### config.mk
export PLATFORM = sky130hd
export DESIGN_NAME = text_line_sequencer
export DESIGN_NICKNAME = d
export VERILOG_FILES = /design/src/rtl/text_line_sequencer.sv
export SDC_FILE = /design/constraint.sdc
export NUM_CORES = 1
export LEC_CHECK = 0
export BUFFER_PORTS_ARGS = -buffer_cell sky130_fd_sc_hd__buf_4
export CORE_MARGIN = 3
export CORE_UTILIZATION = 40
export CTS_CLUSTER_DIAMETER = 30
export DETAILED_ROUTE_END_ITERATION = 16
export PLACE_DENSITY = 0.7
export SLEW_MARGIN = 20
export SYNTH_ARGS = -nofsm -noshare
export SYNTH_HDL_FRONTEND = slang
export SYNTH_SLANG_ARGS = --single-unit
### constraint.sdc
create_clock -name i_clk -period 2.25 [get_ports i_clk]
set_clock_uncertainty 0.05 [all_clocks]
set_input_delay 0.3375 -clock i_clk [delete_from_list [all_inputs] [get_ports i_clk]]
set_output_delay 0.3375 -clock i_clk [all_outputs]
set_load 0.01 [all_outputs]
### src/rtl/text_line_sequencer.sv
// text_line_sequencer
//   Walks one scanline of a text-mode display. For each character cell of the
//   requested text row it reads {char, fg, bg} from text RAM, then presents the
//   8 pixel columns of that cell to the blender and writes each blended pixel
//   into the scanline buffer.
//
// Ports
//   i_clk, i_rst_n          clock, asynchronous active-low reset
//   i_start, i_abort        line start pulse (IDLE only), abandon current line
//   i_text_row, i_cell_row  text row and pixel row within the cell
//   o_ram_req/o_ram_addr    text RAM read request and word address
//   i_ram_ack/i_ram_data    read completion and {char, fg, bg} data
//   o_char..o_bg_color      blender inputs; i_blend_color is its result
//   o_lb_we/addr/data       line buffer write port
//   o_busy, o_done          not-idle flag, end-of-line pulse
//
// Text RAM handshake: o_ram_req rises with a valid o_ram_addr and both stay
// stable until the cycle in which i_ram_ack is high; that cycle completes the
// transfer and is the only cycle in which i_ram_data is sampled. The address
// only moves while o_ram_req is low.
module text_line_sequencer #(
  parameter int COLS   = 80,
  parameter int RAM_AW = 13,
  parameter int LB_AW  = 10
) (
  input  logic              i_clk,
  input  logic              i_rst_n,
  input  logic              i_start,
  input  logic              i_abort,
  input  logic [5:0]        i_text_row,
  input  logic [3:0]        i_cell_row,
  output logic              o_ram_req,
  output logic [RAM_AW-1:0] o_ram_addr,
  input  logic              i_ram_ack,
  input  logic [31:0]       i_ram_data,
  output logic [7:0]        o_char,
  output logic [3:0]        o_row,
  output logic [2:0]        o_column,
  output logic [11:0]       o_fg_color,
  output logic [11:0]       o_bg_color,
  input  logic [11:0]       i_blend_color,
  output logic              o_lb_we,
  output logic [LB_AW-1:0]  o_lb_addr,
  output logic [11:0]       o_lb_data,
  output logic              o_busy,
  output logic              o_done
);

  localparam int CW = (COLS > 1) ? $clog2(COLS) : 1;
  localparam logic [CW-1:0] LAST_CELL = CW'(COLS - 1);

  typedef enum logic [1:0] {
    S_IDLE   = 2'd0,
    S_FETCH  = 2'd1,
    S_PIXELS = 2'd2,
    S_DONE   = 2'd3
  } state_e;

  state_e            state_q, state_d;
  logic [CW-1:0]     cell_q, cell_d;
  logic [2:0]        column_q, column_d;
  logic [3:0]        row_q, row_d;
  logic [7:0]        char_q, char_d;
  logic [11:0]       fg_q, fg_d;
  logic [11:0]       bg_q, bg_d;
  logic [RAM_AW-1:0] ram_addr_q, ram_addr_d;
  logic              lb_we_q, lb_we_d;
  logic [LB_AW-1:0]  lb_addr_q, lb_addr_d;
  logic [11:0]       lb_data_q, lb_data_d;
  logic              done_q, done_d;

  // Pixel index within the line is simply {cell, column} since cells are 8 wide.
  logic [CW+2:0]     pix_idx;
  assign pix_idx = {cell_q, column_q};

  always_ff @(posedge i_clk or negedge i_rst_n) begin
    if (!i_rst_n) begin
      state_q    <= S_IDLE;
      cell_q     <= '0;
      column_q   <= '0;
      row_q      <= '0;
      char_q     <= '0;
      fg_q       <= '0;
      bg_q       <= '0;
      ram_addr_q <= '0;
      lb_we_q    <= 1'b0;
      lb_addr_q  <= '0;
      lb_data_q  <= '0;
      done_q     <= 1'b0;
    end else begin
      state_q    <= state_d;
      cell_q     <= cell_d;
      column_q   <= column_d;
      row_q      <= row_d;
      char_q     <= char_d;
      fg_q       <= fg_d;
      bg_q       <= bg_d;
      ram_addr_q <= ram_addr_d;
      lb_we_q    <= lb_we_d;
      lb_addr_q  <= lb_addr_d;
      lb_data_q  <= lb_data_d;
      done_q     <= done_d;
    end
  end

  always_comb begin
    state_d    = state_q;
    cell_d     = cell_q;
    column_d   = column_q;
    row_d      = row_q;
    char_d     = char_q;
    fg_d       = fg_q;
    bg_d       = bg_q;
    ram_addr_d = ram_addr_q;
    lb_we_d    = 1'b0;
    lb_addr_d  = lb_addr_q;
    lb_data_d  = lb_data_q;
    done_d     = 1'b0;

    // Abort overrides everything, including a same-cycle ack or start, so
    // nothing is latched and no write or done pulse is issued.
    if (i_abort) begin
      state_d = S_IDLE;
    end else begin
      case (state_q)
        S_IDLE: begin
          if (i_start) begin
            row_d      = i_cell_row;
            cell_d     = '0;
            ram_addr_d = RAM_AW'(int'(i_text_row) * COLS);
            state_d    = S_FETCH;
          end
        end
        S_FETCH: begin
          if (i_ram_ack) begin
            char_d   = i_ram_data[31:24];
            fg_d     = i_ram_data[23:12];
            bg_d     = i_ram_data[11:0];
            column_d = 3'd0;
            state_d  = S_PIXELS;
          end
        end
        S_PIXELS: begin
          lb_we_d   = 1'b1;
          lb_addr_d = LB_AW'(pix_idx);
          // Rows 12..15 lie outside the glyph: show plain background.
          lb_data_d = (row_q >= 4'd12) ? bg_q : i_blend_color;
          column_d  = column_q + 3'd1;
          if (column_q == 3'd7) begin
            if (cell_q == LAST_CELL) begin
              state_d = S_DONE;
            end else begin
              cell_d     = cell_q + CW'(1);
              ram_addr_d = ram_addr_q + RAM_AW'(1);
              state_d    = S_FETCH;
            end
          end
        end
        S_DONE: begin
          // o_done is registered so it lands the cycle after the last write.
          done_d  = 1'b1;
          state_d = S_IDLE;
        end
        default: state_d = S_IDLE;
      endcase
    end
  end

  assign o_ram_req  = (state_q == S_FETCH);
  assign o_ram_addr = ram_addr_q;
  assign o_char     = char_q;
  assign o_row      = row_q;
  assign o_column   = column_q;
  assign o_fg_color = fg_q;
  assign o_bg_color = bg_q;
  assign o_lb_we    = lb_we_q;
  assign o_lb_addr  = lb_addr_q;
  assign o_lb_data  = lb_data_q;
  assign o_busy     = (state_q != S_IDLE);
  assign o_done     = done_q;

endmodule

==> impl_metrics.toml <==
[run_status]
outcome = "finished, final reports clean"

[critical_path]
start_kind = "flop"
worstSetupPathType = "reg -> reg"
critPathCaptureType = "flop"
cp_data_arrival_time_ns = 2.28
crit_required_ns = 2.48
startpoint = "cell_q[0]"
cp_max_fo = 12
reg2reg_from = "cell_q[0]"

[route]
drc = 0
vias = 3232
drt_iter0_drc = 116
finalWirelength_um = 10100
ant_nets = 0
firstDrtPassIters = 4
wl_per_cell_um = 16.2
vias_per_cell = 5.20

[cts]
clockRootBuffer = "clkbuf_8"
cts_sinks = 85
htree_num_levels = 3
cts-buffers-inserted = 9
cts_tree = "yes"
clkSlewWorstSetupHoldPaths_ns = 0.09
worstSkewPairLatency_ns = 0.35
clock_path_buffers = 2
cts_setup_buffers = 0

[cells_and_area]
fin_nets = 556
diodes = 0
area_growth_pct = 34.9
fillers = 873
drive_gt1_share_pct = 44.4
multi_input_area_mm2 = 0.00180
regArea_mm2 = 0.00213

[yosys]
ys.warnings.count = 0
ys_ff_latch = 85
yosys.area_share.simple_pct = 11.6
synthMuxAreaShare_pct = 16.9
synth_edf_count = 0
avgSynthCellArea_um2 = 11.6
synth_adder_area_share_pct = 4.22
synth_top_family_by_area = "multiplexers"
ys_types = 46
synth-compound-area-share_pct = 11.0
synth_seq_area_share_pct = 52.8
syn_nets = 419
synth-main-ff-cell = "dfrtp_1"
synth_xor_xnor_area_share_pct = 0.217
async_reset_ff_share_pct = 100
synthCells = 347
syn-cell-area_mm2 = 0.00403

[min_path]
hp-class = "in -> reg"
holdCritStartpoint = "i_ram_ack"

[sta]
slew_violations = 0
worstMarginPinSlew_ns = 0.468
setup_viol = 0
fmax_mhz = 488
hold_violations = 0
hold_ws_ns = 0.120
relSlewSlack_pct = 68.7
fin_crit_sh_pct = 91.2
fin_crit_ns = 2.05
rsz0062_at_grt = "no"
final.setup.tns_ns = 0

[pwr]
p_per_area_mw_per_mm2 = 891
power_frac_seq_pct = 45.5
ir_drop_uv = 525
switching_share_pct = 31.9
power_frac_comb_pct = 32.3
clkPwrFrac_pct = 22.2
p_leak_nw = 2.63
p_sw_mw = 1.54
p_int_mw = 3.30

[global_route]
track_usage_pct = 18.9
grt_pass1_wl_um = 17100
gr-total-overflow = 0
grt_pass1_vias = 3466
grt_max_degree = 61
grt_antenna_before_repair = 0

[floorplanning]
die_y_um = 106
num_rows = 36
initial_core_util_pct = 41.2
ios = 137
core_mm2 = 0.00977
die_w_um = 106
die_area_mm2 = 0.0113

[place]
portBuffers = 136
place_congestion = 0.842
dp_hpwl_um = 7580

[job]
drv_cap = 0
[worst paths after layout]
path,endpoint,cells past startpoint,slack [ns]
max in group asynchronous,o_row[3],3,1.13
setup reg to reg,o_ram_addr[11],5,0.20
hold reg to reg,o_char[2],1,0.46
hold / removal,state_q[0],2,0.12
setup / recovery,o_ram_addr[11],5,0.20
min in group asynchronous,o_ram_addr[12],2,0.38
[placed cells by master (no fill, tap or decap), types with 2 or more instances in the layout]
cell type,instances
dfrtp_1,85
buf_4,146
clkinv_2,3
nand3_1,9
nand2b_1,6
a2bb2oi_1,4
buf_12,2
o21bai_1,2
o31ai_1,11
o22ai_1,2
nor3_1,4
clkbuf_8,9
nor2_1,26
o21ai_0,18
a21oi_1,14
and3_1,7
and4_1,2
a211oi_1,4
a41oi_1,3
mux2_2,48
mux2i_1,14
nand2_1,19
nand4_1,4
ha_1,12
a31oi_1,5
inv_1,4
[power groups by stage]
stage          sequential (mW)  combinational, mW  clock, mW
2_1_floorplan             2.33              0.563          0
3_3_place_gp              2.21               1.56          0
3_5_place_dp              2.23               1.59          0
4_1_cts                   2.21               1.59       1.11
5_1_grt                   2.27               1.72       1.17
6_report                  2.21               1.56       1.08
[sequential cells by signal, summed over array words and instances, names as in the netlist, 2 cells and up]
signal,flops
o_row,4
o_lb_addr,10
o_char,8
o_lb_data,12
o_fg_color,12
o_column,3
cell_q,7
state_q,2
o_ram_addr,13
o_bg_color,12
[cell type report]
type                       count  area share [%]
inverter                       4           0.276
multi-input combinational    235            33.0
clock inverter                 6            1.15
clock buffer                  10            2.35
sequential                    85            39.1
timing repair buffer         149            21.1
tap                          133            3.06
[worst max-delay path, stage by stage, from the launching register on]
cell and delay (ns):
dfrtp_1 0.43, ha_1 0.26, and3_1 0.24, and4_1 0.34, or4_1 0.55, nand4_1 0.10
[cell families after synthesis]
| logic type | after synthesis |
|---|---|
| and+or+nand+nor | 90 |
| xor gates and xnor gates | 1 |
| AOI/OAI and AO/OA | 69 |
| muxes | 62 |
| buffers and inverters | 27 |
| DFF | 85 |
| adders and majority gates | 13 |
[per-stage QoR]
| stage | instance area (um2) | std cells | worst slack, ns | total power [mW] | utilization (%) |
|---|---|---|---|---|---|
| 6_report | 5440 | 622 | 0.199 | 4.85 | 55.7 |
| 5_1_grt | 5440 | 622 | 0.0119 | 5.16 | 55.7 |
| 4_1_cts | 5440 | 622 | 0.106 | 4.91 | 55.6 |
| 3_5_place_dp | 5240 | 605 | 0.0198 | 3.82 | 53.6 |
| 3_3_place_gp | 5240 | 605 | 0.0489 | 3.77 | 53.6 |
| 2_1_floorplan | 4030 | 347 | 0.214 | 2.90 | - |
[repair_timing]
item | 4_1_cts | 5_1_grt
endpoints found under the setup margin | 0 | 2
hold endpoints to repair | 25 | 0
hold buffers | 1 | 0
gates resized for setup | 0 | 1
[routing by layer]
| layer | GRT usage, % | part of all wire, % | vias to the layer above |
|---|---|---|---|
| met4 | 5.46 | 0.74 | 0 |
| met5 | 0 | 0 | - |
| met1 | 23.3 | 41 | 1559 |
| met3 | 7.53 | 10 | 8 |
| met2 | 30.6 | 48 | 123 |
| li1 | - | - | 1542 |
[cell usage after synthesis (2+ instances only)]
library cell	count	area share, %
dfrtp_1	85	53
mux2_2	48	13
nor2_1	26	2.4
nand2_1	19	1.8
o21ai_0	18	2.2
a21oi_1	14	1.7
mux2i_1	14	3.5
ha_1	12	3.7
clkbuf_1	11	1.0
o31ai_1	11	2.0
nand3_1	9	1.1
buf_2	8	0.99
and3_1	7	1.1
nand2b_1	6	0.93
a31oi_1	5	0.78
a211oi_1	4	0.74
a2bb2oi_1	4	0.87
inv_1	4	0.37
nand4_1	4	0.62
nor3_1	4	0.50
a41oi_1	3	0.65
buf_6	3	0.84
and4_1	2	0.43
nor3b_1	2	0.37
o21bai_1	2	0.37
o22ai_1	2	0.31
No activity file was read; power rests on OpenSTA's default activity.
